$ cat src/rtl/serial_adder.sv
// rtl/serial_adder.sv - bit-serial WIDTH-bit adder, LSB first, one full-adder cell and one carry FF
// start/busy/done framing; sum/cout/ovf are registered and only update when entering DONE.
module serial_adder #(
    parameter int WIDTH = 8
) (
    input  logic             clk,
    input  logic             rst_n,
    input  logic             start,
    input  logic [WIDTH-1:0] a,
    input  logic [WIDTH-1:0] b,
    input  logic             cin,
    input  logic             clr,
    output logic             busy,
    output logic             done,
    output logic [WIDTH-1:0] sum,
    output logic             cout,
    output logic             ovf
);

    localparam int CNT_W = $clog2(WIDTH) + 1;

    typedef enum logic [1:0] {
        S_IDLE = 2'd0,
        S_RUN  = 2'd1,
        S_DONE = 2'd2
    } state_t;

    state_t           state_q;
    logic [WIDTH-1:0] sa_q;
    logic [WIDTH-1:0] sb_q;
    logic [WIDTH-2:0] acc_q;
    logic             c_q;
    logic [CNT_W-1:0] cnt_q;
    logic [WIDTH-1:0] sum_q;
    logic             cout_q;
    logic             ovf_q;
    logic             busy_q;
    logic             done_q;

    logic             bit_s;
    logic             c_d;
    logic [WIDTH-1:0] acc_d;
    logic             last_bit;

    // The shared full-adder cell; acc_d is the accumulator after shifting in this cycle's bit.
    always_comb begin
        bit_s    = sa_q[0] ^ sb_q[0] ^ c_q;
        c_d      = (sa_q[0] & sb_q[0]) | (c_q & (sa_q[0] ^ sb_q[0]));
        acc_d    = {bit_s, acc_q};
        last_bit = (cnt_q == CNT_W'(WIDTH - 1));
    end

    always_ff @(posedge clk or negedge rst_n) begin
        if (!rst_n) begin
            state_q <= S_IDLE;
            sa_q    <= '0;
            sb_q    <= '0;
            acc_q   <= '0;
            c_q     <= 1'b0;
            cnt_q   <= '0;
            sum_q   <= '0;
            cout_q  <= 1'b0;
            ovf_q   <= 1'b0;
            busy_q  <= 1'b0;
            done_q  <= 1'b0;
        end else if (clr) begin
            state_q <= S_IDLE;
            busy_q  <= 1'b0;
            done_q  <= 1'b0;
        end else begin
            done_q <= 1'b0;
            case (state_q)
                S_IDLE, S_DONE: begin
                    if (start) begin
                        sa_q    <= a;
                        sb_q    <= b;
                        c_q     <= cin;
                        acc_q   <= '0;
                        cnt_q   <= '0;
                        busy_q  <= 1'b1;
                        state_q <= S_RUN;
                    end else begin
                        state_q <= S_IDLE;
                    end
                end
                S_RUN: begin
                    sa_q  <= {1'b0, sa_q[WIDTH-1:1]};
                    sb_q  <= {1'b0, sb_q[WIDTH-1:1]};
                    acc_q <= acc_d[WIDTH-1:1];
                    c_q   <= c_d;
                    if (last_bit) begin
                        sum_q   <= acc_d;
                        cout_q  <= c_d;
                        ovf_q   <= c_q ^ c_d;
                        busy_q  <= 1'b0;
                        done_q  <= 1'b1;
                        state_q <= S_DONE;
                    end else begin
                        cnt_q <= cnt_q + 1'b1;
                    end
                end
                default: begin
                    busy_q  <= 1'b0;
                    state_q <= S_IDLE;
                end
            endcase
        end
    end

    assign busy = busy_q;
    assign done = done_q;
    assign sum  = sum_q;
    assign cout = cout_q;
    assign ovf  = ovf_q;

endmodule

$ cat config.mk
export PLATFORM = sky130hd
export DESIGN_NAME = serial_adder
export DESIGN_NICKNAME = d
export VERILOG_FILES = /design/src/rtl/serial_adder.sv
export SDC_FILE = /design/constraint.sdc
export NUM_CORES = 1
export LEC_CHECK = 0
export CAP_MARGIN = 10
export CORE_ASPECT_RATIO = 0.8
export CORE_MARGIN = 2
export CORE_UTILIZATION = 40
export CTS_CLUSTER_DIAMETER = 200
export DETAILED_ROUTE_END_ITERATION = 16
export SYNTH_ARGS = -nofsm -noshare
export SYNTH_HDL_FRONTEND = slang
export SYNTH_SLANG_ARGS = --single-unit
export TNS_END_PERCENT = 50
$ cat constraint.sdc
create_clock -name clk -period 3.7 [get_ports clk]
set_input_delay 1.11 -clock clk [delete_from_list [all_inputs] [get_ports clk]]
set_output_delay 1.11 -clock clk [all_outputs]
set_load 0.03 [all_outputs]
After elaboration in Yosys (flattened, before gate mapping)
Index checks and enable logic that the tools add are counted.

Register bits: 42. Latch bits: 0. Bits in writable memories: 0. Bits in read-only memories: 0. Bits of input ports: 21. Output and inout port bits: 12. Word-level logic and storage cells: 55. Memories: 0.

Add/subtract/negate cells: 1. Multipliers: 0. Div/mod/pow operators: 0. Order comparisons: 0. Equal/unequal tests: 7. Shift operators: 0. Muxes and demuxes: 22. Bitwise operators: 7. Reductions and logical operators: 7.

Operator list (number): case mux 8 bit (2 select lines) (2); 2-to-1 mux 8 bit (2); case mux 7 bit (2 select lines) (1); 2-to-1 mux 1 bit (8); 2-to-1 mux 4 bit (2); case mux 4 bit (2 select lines) (1); 2-to-1 mux 7 bit (1); != test 3 bit (second input constant) (2); AND reduction 3 bit (2); adder 4 x 1 -> 4 bit (second input constant) (1); equality test 4 x 3 -> 1 bit (second input constant) (1); 2-to-1 mux 2 bit (2); != test 2 bit (second input constant) (2); case mux 1 bit (2 select lines) (2); case mux 2 bit (2 select lines) (1); AND reduction 4 bit (1); XOR 1 bit (3); bitwise AND 1 bit (2); equality test 2 x 1 -> 1 bit (second input constant) (1); equality test 2 bit (second input constant) (1); logical NOT 2 bit (1); AND reduction 2 bit (1); nonzero test 2 bit (1); OR reduction 2 bit (1); other kinds (2) (2).

Logic depth before layout (Yosys ltp)
Gate-level depths: netlist of the first run.

Depth in word-level cells: 4. Gate-level depth with buffers: 6.

Least setup slack after synthesis of the first run
Ideal clock, no wire load.

Path type: input to register. Start point: input port clr. End point: register cout_q (netlist: cout). Arrival time: 2.102 ns. Required time: 3.572 ns. Setup slack: 1.470 ns. Cell stages on the path: 4. Path through: buf_2 nor4_4 buf_6 mux2_1.

Longest elaborated chain between the ends: 2.

RTL lines: from (decl) (line 12) `input logic clr,`; inverter 1 bit (no source line); AND reduction 3 bit (no source line); to (signal assigned) (line 62) `cout_q <= 1'b0;`; to (signal assigned) (line 93) `cout_q <= c_d;`; to (decl) (line 35) `logic cout_q;`.

Every way passes these cells. A chain may end at the register's enable or synchronous reset.

Final worst setup path of the first run
Start point: input port clr. End point: register sum_q[0] (netlist: sum[0]).

Longest elaborated chain between the ends: 2.

RTL lines: inverter 1 bit (no source line); AND reduction 3 bit (no source line); to (signal assigned) (line 61) `sum_q <= '0;`; to (signal assigned) (line 92) `sum_q <= acc_d;`; to (decl) (line 34) `logic [WIDTH-1:0] sum_q;`.

Every way passes these cells.

==> results by group, run 1 <==
Power
  – Pwr per Cell Area: 452.5 mW/mm²
  – Net Sw Frac: 27.49%
  – Switching power total: 0.2840 mW
  – VDD IR max: 0.2920 mV
  – Combinational fraction of design power: approximately 17%
  – Pint: approximately 0.75 mW
  – Pleak: between 1 and 1.5 nW
  – Clock Power Share: ~30%
  – Sequential share of power: 53.9%
  – Tot Pwr: slightly above 1 mW

Routing
  – DRC errors left: 0
  – Post-Route WL: around 3300 µm
  – WL per Instance: roughly 13 µm
  – First-pass DRT Iterations: 4
  – DR vias: ~1300
  – Vias per cell: approximately 5.0
  – Antenna viol nets, final: 0
  – Initial DRC count: 56

Timing
  – Tmin final: 2.701 ns
  – Period utilisation layout: between 70 and 80%
  – Worst Tran Pin Value: 0.9170 ns
  – Highest Clock Rate: around 370 MHz
  – Final Skew: approximately 0.0070 ns
  – Hold Fails Final Rpt: 0
  – Final setup vio count: 0
  – Slew margin rel.: 38.87%
  – RSZ-0062 raised after global routing: no
  – Slew Viols, Final: 0
  – Setup TNS: 0 ns

Synthesis
  – Synth cell types: 28
  – Top post-synthesis cells by area: dfrtp_1 57%, nand2_1 7.3%, mux2_1 5.5%
  – Adder-Cell Fraction of Synth Area: between 1.5 and 2%
  – Top cell type's share of synthesized area: a little under three fifths
  – Compound-Gate Fraction of Synth Area: between 10% and 20%
  – Syn nets: 195
  – Avg Cell Area, Syn: roughly 11 µm²
  – Synth warn: 0
  – Most area-hungry cell type in the Yosys netlist: dfrtp_1
  – Cells after synthesis: about 170
  – Post-Synthesis Cell Area: 0.001856 mm²
  – Post-synthesis sequential area ratio: between 50% and 60%
  – Largest family of logic cells by synthesized area: simple AND/OR/NAND/NOR gates
  – Mux cell area share after synthesis: 6.811%
  – Synth Register Bits: 42
  – Simple-gate portion of the synthesized area: 17.46%
  – Area share of xor/xnor cells in the synthesized design: less than 1%

Run status
  – Status: finished, final reports clean

Floorplanning
  – Die W: approximately 80 µm
  – Top-level port count: 33
  – Area of the die: between 0.005 and 0.006 mm²
  – Starting Density: between 40 and 50%
  – FP Rows: 22
  – Core area: 0.004514 mm²
  – Die Ht: 64.92 µm

Place
  – Hpwl dp: roughly 2300 µm
  – Port buffer count: 32
  – Routability cong.: around 0.7

Clock tree
  – # clock sinks: 42
  – H-tree levels: 2
  – CTS root buf: clkbuf_8
  – Postcts setup bufs: 0
  – Num CTS Buffers: 5
  – Hold buffers post-CTS: 0
  – CTS tree: yes
  – Clock Path Buffers: 2
  – CTS clk-pin slew, worst paths: approximately 0.08 ns
  – Clock latency on the worst-skew pair: 0.29 ns
  – Cts repair resizes: 0

Global routing
  – Vias in the first global route: between 1000 and 1500
  – Grt ovf: 0
  – GRT Total Usage: around 15%
  – Initial antenna violation count: 0
  – Pin count of the biggest net entering global routing: 43
  – First-pass GRT wire length: a little under 6000 µm

Finish
  – Layout area overhead: 23.06%
  – Commonest non-fill, non-tap cell in the layout: dfrtp_1
  – Fin nets: about 230
  – Layout cell share with drive strength beyond 1: under 10%
  – Commonest non-fill, non-tap cells in the layout: 42 x dfrtp_1, 36 x nand2_1, 31 x clkdlybuf4s50_1, 20 x nor2_1, 15 x a31oi_1
  – Antenna diodes: 0

Setup path
  – CP Max Fanout: 12
  – CP arrival: roughly 2.9 ns
  – Reg-to-reg setup timing slack: ~1.7 ns
  – CP startpoint kind: input port
  – Crit Path Category: in2reg
  – Worst Path Required: 3.87 ns
  – Crit end category: register

Worst hold path
  – Hold crit path type: reg2reg

Job
  – Max-Cap Viols: 0
-- power groups by stage --
stage                     sequential (mW)  clock (mW)  combinational [mW]
after global placement              0.563           0               0.169
after detailed placement            0.567           0               0.176
after floorplan                     0.560           0               0.120
final                               0.557       0.304               0.172
after CTS                           0.558       0.316               0.176
after global routing                0.568       0.338               0.197
-- cells by family after synthesis --
group           count (synthesis)
flops                          42
buf+inv                        12
xor+xnor                        1
compound gates                 34
mux                            11
simple gates                   70
fa+ha+maj                       2
-- routing by layer --
metal	track usage [%]	vias to the layer above	share of wire, %
li1	-	650	-
met1	19.51	630	47
met2	23.33	23	48
met3	4.178	7	4.2
met4	4.873	0	1.3
met5	0	-	0
-- cell type report --
| class | count | area (µm²) |
|---|---|---|
| clock inverters | 2 | 12.51 |
| multi-input cells | 118 | 732.0 |
| well taps | 60 | 75.07 |
| fillers | 422 | 2231 |
| clock buffers | 6 | 82.58 |
| inverters | 2 | 7.507 |
| flip-flops and latches | 42 | 1051 |
| repair buffers | 33 | 322.8 |
-- metrics by stage --
step | setup slack, ns | util [%] | area, µm² | hold slack (ns) | std cells
global route | 0.9173 | 50.58 | 2283 | 0.5045 | 263
finish | 0.9993 | 50.58 | 2283 | 0.4892 | 263
floorplan | 1.470 | - | 1856 | 0.4610 | 172
global placement | 0.7167 | 48.48 | 2188 | 0.4680 | 255
detailed placement | 0.6825 | 48.48 | 2188 | 0.4781 | 255
CTS | 0.9964 | 50.58 | 2283 | 0.4968 | 263
-- critical path, stage by stage --
cell	delay [ns]
clkdlybuf4s50_1	0.62
nor4_4	0.75
mux2_1	0.39
-- synth_stat cells --
library cell / instances
nand2b_2: 2
a21oi_1: 5
nor2_2: 1
a31oi_1: 15
o21ai_0: 2
inv_1: 2
nor4_4: 1
buf_6: 2
mux2_1: 9
a22o_1: 8
nand3_1: 2
nand2_1: 36
nor3_2: 1
fa_1: 1
a21oi_4: 1
nor2b_1: 4
buf_2: 7
dfrtp_1: 42
a21o_1: 2
nor4_1: 2
xnor2_1: 1
o32a_1: 1
ha_1: 1
mux2_4: 1
mux2i_1: 1
nor2_4: 1
buf_4: 1
nor2_1: 20
-- final timing paths --
kind / from / endpoint / cells after the start
max in group asynchronous: rst_n / sa_q[6]$_DFFE_PN0P_ / 1
max reg2reg: state_q[1]$_DFFE_PN0P_ / cnt_q[3]$_DFFE_PN0P_ / 4
max: clr / sum[0]$_DFFE_PN0P_ / 3
min in group asynchronous: rst_n / sum[2]$_DFFE_PN0P_ / 1
min: sum[3]$_DFFE_PN0P_ / sum[3]$_DFFE_PN0P_ / 1
min reg2reg: sum[3]$_DFFE_PN0P_ / sum[3]$_DFFE_PN0P_ / 1
-- registers in the layout, indices dropped and copies added, names as in the netlist --
register / flops
sa_q: 8
sb_q: 8
sum: 8
acc_q: 7
cnt_q: 4
state_q: 2
busy: 1
c_q: 1
cout: 1
done: 1
ovf: 1
(Power assumes the default switching activity.)
==> run 2, diff against run 1 <==
--- a/config.mk
+++ b/config.mk
@@ -11,6 +11,7 @@
 export CORE_UTILIZATION = 40
 export CTS_CLUSTER_DIAMETER = 200
 export DETAILED_ROUTE_END_ITERATION = 16
+export PLACE_DENSITY = 0.66
 export SYNTH_ARGS = -nofsm -noshare
 export SYNTH_HDL_FRONTEND = slang
 export SYNTH_SLANG_ARGS = --single-unit
==> constraint.sdc (replaced) <==
create_clock -name clk -period 2.2 [get_ports clk]
set_input_delay 0.66 -clock clk [delete_from_list [all_inputs] [get_ports clk]]
set_output_delay 0.66 -clock clk [all_outputs]
set_load 0.03 [all_outputs]
==> results by group, run 2 (synthesized netlist as in run 1, its figures left out) <==
Timing
  – Final worst slack: 0.2051 ns (-0.7941 ns)
  – RSZ-0062 raised after global routing: no
  – Setup TNS: 0 ns (unchanged)
  – Final Skew: 0.007207 ns (+0.0002366 ns)
  – Slew Viols, Final: 0 (unchanged)
  – Fin Hold WS: 0.3324 ns (-0.1569 ns)
  – Slew margin rel.: 79.52% (+41 points)
  – Period utilisation layout: between 90% and 100%
  – Highest Clock Rate: ~500 MHz
  – Tmin final: ~2 ns
  – Final setup vio count: 0 (unchanged)
  – Worst Tran Pin Value: 0.3063 ns (-0.6107 ns)
  – Hold Fails Final Rpt: 0 (unchanged)

Clock tree
  – Hold buffers post-CTS: 0 (unchanged)
  – H-tree levels: 2 (unchanged)
  – Clock latency on the worst-skew pair: 0.29 ns (about the same)
  – Num CTS Buffers: 5 (unchanged)
  – CTS root buf: clkbuf_8
  – # clock sinks: 42 (unchanged)
  – Clock Path Buffers: 2 (unchanged)
  – CTS clk-pin slew, worst paths: 0.07 ns (about the same)
  – CTS tree: yes
  – Postcts setup bufs: 0 (unchanged)
  – Cts repair resizes: 0 (unchanged)

Finish
  – Layout area overhead: 27.71%
  – Commonest non-fill, non-tap cells in the layout: 42 x dfrtp_1, 36 x nand2_1, 31 x clkdlybuf4s50_1, 20 x nor2_1, 15 x a31oi_1
  – Layout cell share with drive strength beyond 1: 11.43% (+2.6 points)
  – Fillcell total: 450 (+6.6%)
  – Final Cell Area: 0.002370 mm² (+3.8%)
  – Register area: 0.001051 mm² (unchanged)
  – Area of the multi-input gates: 732.0 µm² (unchanged)
  – Commonest non-fill, non-tap cell in the layout: dfrtp_1
  – Antenna diodes: 0 (unchanged)
  – Fin nets: 232 (+3.1%)

Setup path
  – WP buf/inv: 1 (unchanged)
  – Worst Path Required: 1.54 ns (-2.33 ns)
  – RR Startpoint: cnt_q[0]$_DFFE_PN0P_
  – Critical-path cell list: clkdlybuf4s50_1
  – Critical R2R Capture: cout$_DFFE_PN0P_
  – Crit end category: primary output
  – Cell count of the worst reg-to-reg path: 5 (+1)
  – Crit path max-delay family: buffers and inverters
  – Reg-to-reg setup timing slack: 0.53 ns (-1.14 ns)
  – Slowest CP cell: clkdlybuf4s50_1
  – CP arrival: 1.33 ns (-1.54 ns)
  – CP Max Fanout: 3 (-9)
  – Crit Path Category: reg2out
  – CP startpoint kind: register
  – CP max stage delay: 0.68 ns (-0.07 ns)

Routing
  – WL per Instance: 12.04 µm (-4.7%)
  – Vias per cell: 4.948 (-0.66%)
  – Initial DRC count: 69 (+23%)
  – First-pass DRT Iterations: 4 (unchanged)
  – Antenna viol nets, final: 0 (unchanged)
  – DR vias: 1336 (+2.0%)
  – Post-Route WL: 3251 µm (-2.1%)
  – DRC errors left: 0 (unchanged)

Floorplanning
  – Top-level port count: 33 (unchanged)
  – Die W: 80.15 µm (unchanged)
  – Area of the die: 0.005203 mm² (unchanged)
  – Core area: 0.004514 mm² (unchanged)
  – Starting Density: 41.10% (unchanged)
  – FP Rows: 22 (unchanged)
  – Die Ht: 64.92 µm (unchanged)

Global routing
  – Vias in the first global route: 1284 (-0.39%)
  – Grt ovf: 0 (unchanged)
  – GRT Total Usage: 14.66% (-0.073 points)
  – Pin count of the biggest net entering global routing: 43 (unchanged)
  – First-pass GRT wire length: 5851 µm (-1.4%)
  – Initial antenna violation count: 0 (unchanged)

Job
  – Max-Cap Viols: 0 (unchanged)

Place
  – Hpwl dp: 2255 µm (-2.7%)
  – Place WS: 0.07835 ns (-0.6041 ns)
  – Routability cong.: 0.7410 (+8.2%)
  – Port buffer count: 32 (unchanged)
  – Area post-placement: 0.002278 mm² (+4.1%)

Power
  – Pleak: 1.053 nW (+4.6%)
  – Pwr per Cell Area: 739.3 mW/mm² (+63%)
  – VDD IR max: 0.4561 mV (+56%)

Run status
  – Status: finished, final reports clean

Worst hold path
  – Hold crit path type: in2async
run 2: worst max path at each step:
stage	slack, ns	to	cells past startpoint	start
global route	0.16	cout	1	cout$_DFFE_PN0P_
CTS	0.19	busy	1	busy$_DFFE_PN0P_
detailed placement	0.08	cout$_DFFE_PN0P_	4	clr
floorplan	0.42	cout$_DFFE_PN0P_	4	clr
global placement	0.1	sum[6]$_DFFE_PN0P_	4	clr
finish	0.21	busy	1	busy$_DFFE_PN0P_
run 2: metrics by stage:
stage / utilization (%) / std cells / power (mW)
final: 52.49 / 270 / 1.752
after global routing: 52.49 / 270 / 1.874
after CTS: 52.49 / 270 / 1.776
after detailed placement: 50.47 / 262 / 1.267
after global placement: 50.47 / 262 / 1.258
after floorplan: - / 172 / 1.143
run 2: where the power goes:
group / internal (mW) / leakage (nW) / switching [mW] / total, mW
registers: 0.868 / 0.532 / 0.0697 / 0.938
clock network: 0.253 / 0.0482 / 0.252 / 0.505
logic: 0.157 / 0.473 / 0.152 / 0.309
total: 1.28 / 1.05 / 0.474 / 1.75
run 2: layout make-up:
| class | instances | share of cell area (%) |
|---|---|---|
| Sequential cell | 42 | 44.35 |
| Multi-Input combinational cell | 118 | 30.89 |
| Timing Repair Buffer | 40 | 17.42 |
| Clock buffer | 7 | 3.643 |
| Tap cell | 60 | 3.168 |
| Inverter | 2 | 0.3168 |
| Clock inverter | 1 | 0.2112 |
run 2: per-layer routing:
metal	share of wire (%)	up-vias	global-route usage, %
li1	-	668	-
met1	50	633	19.73
met2	44	30	21.88
met3	5.2	5	5.292
met4	1.2	0	5.085
met5	0	-	0
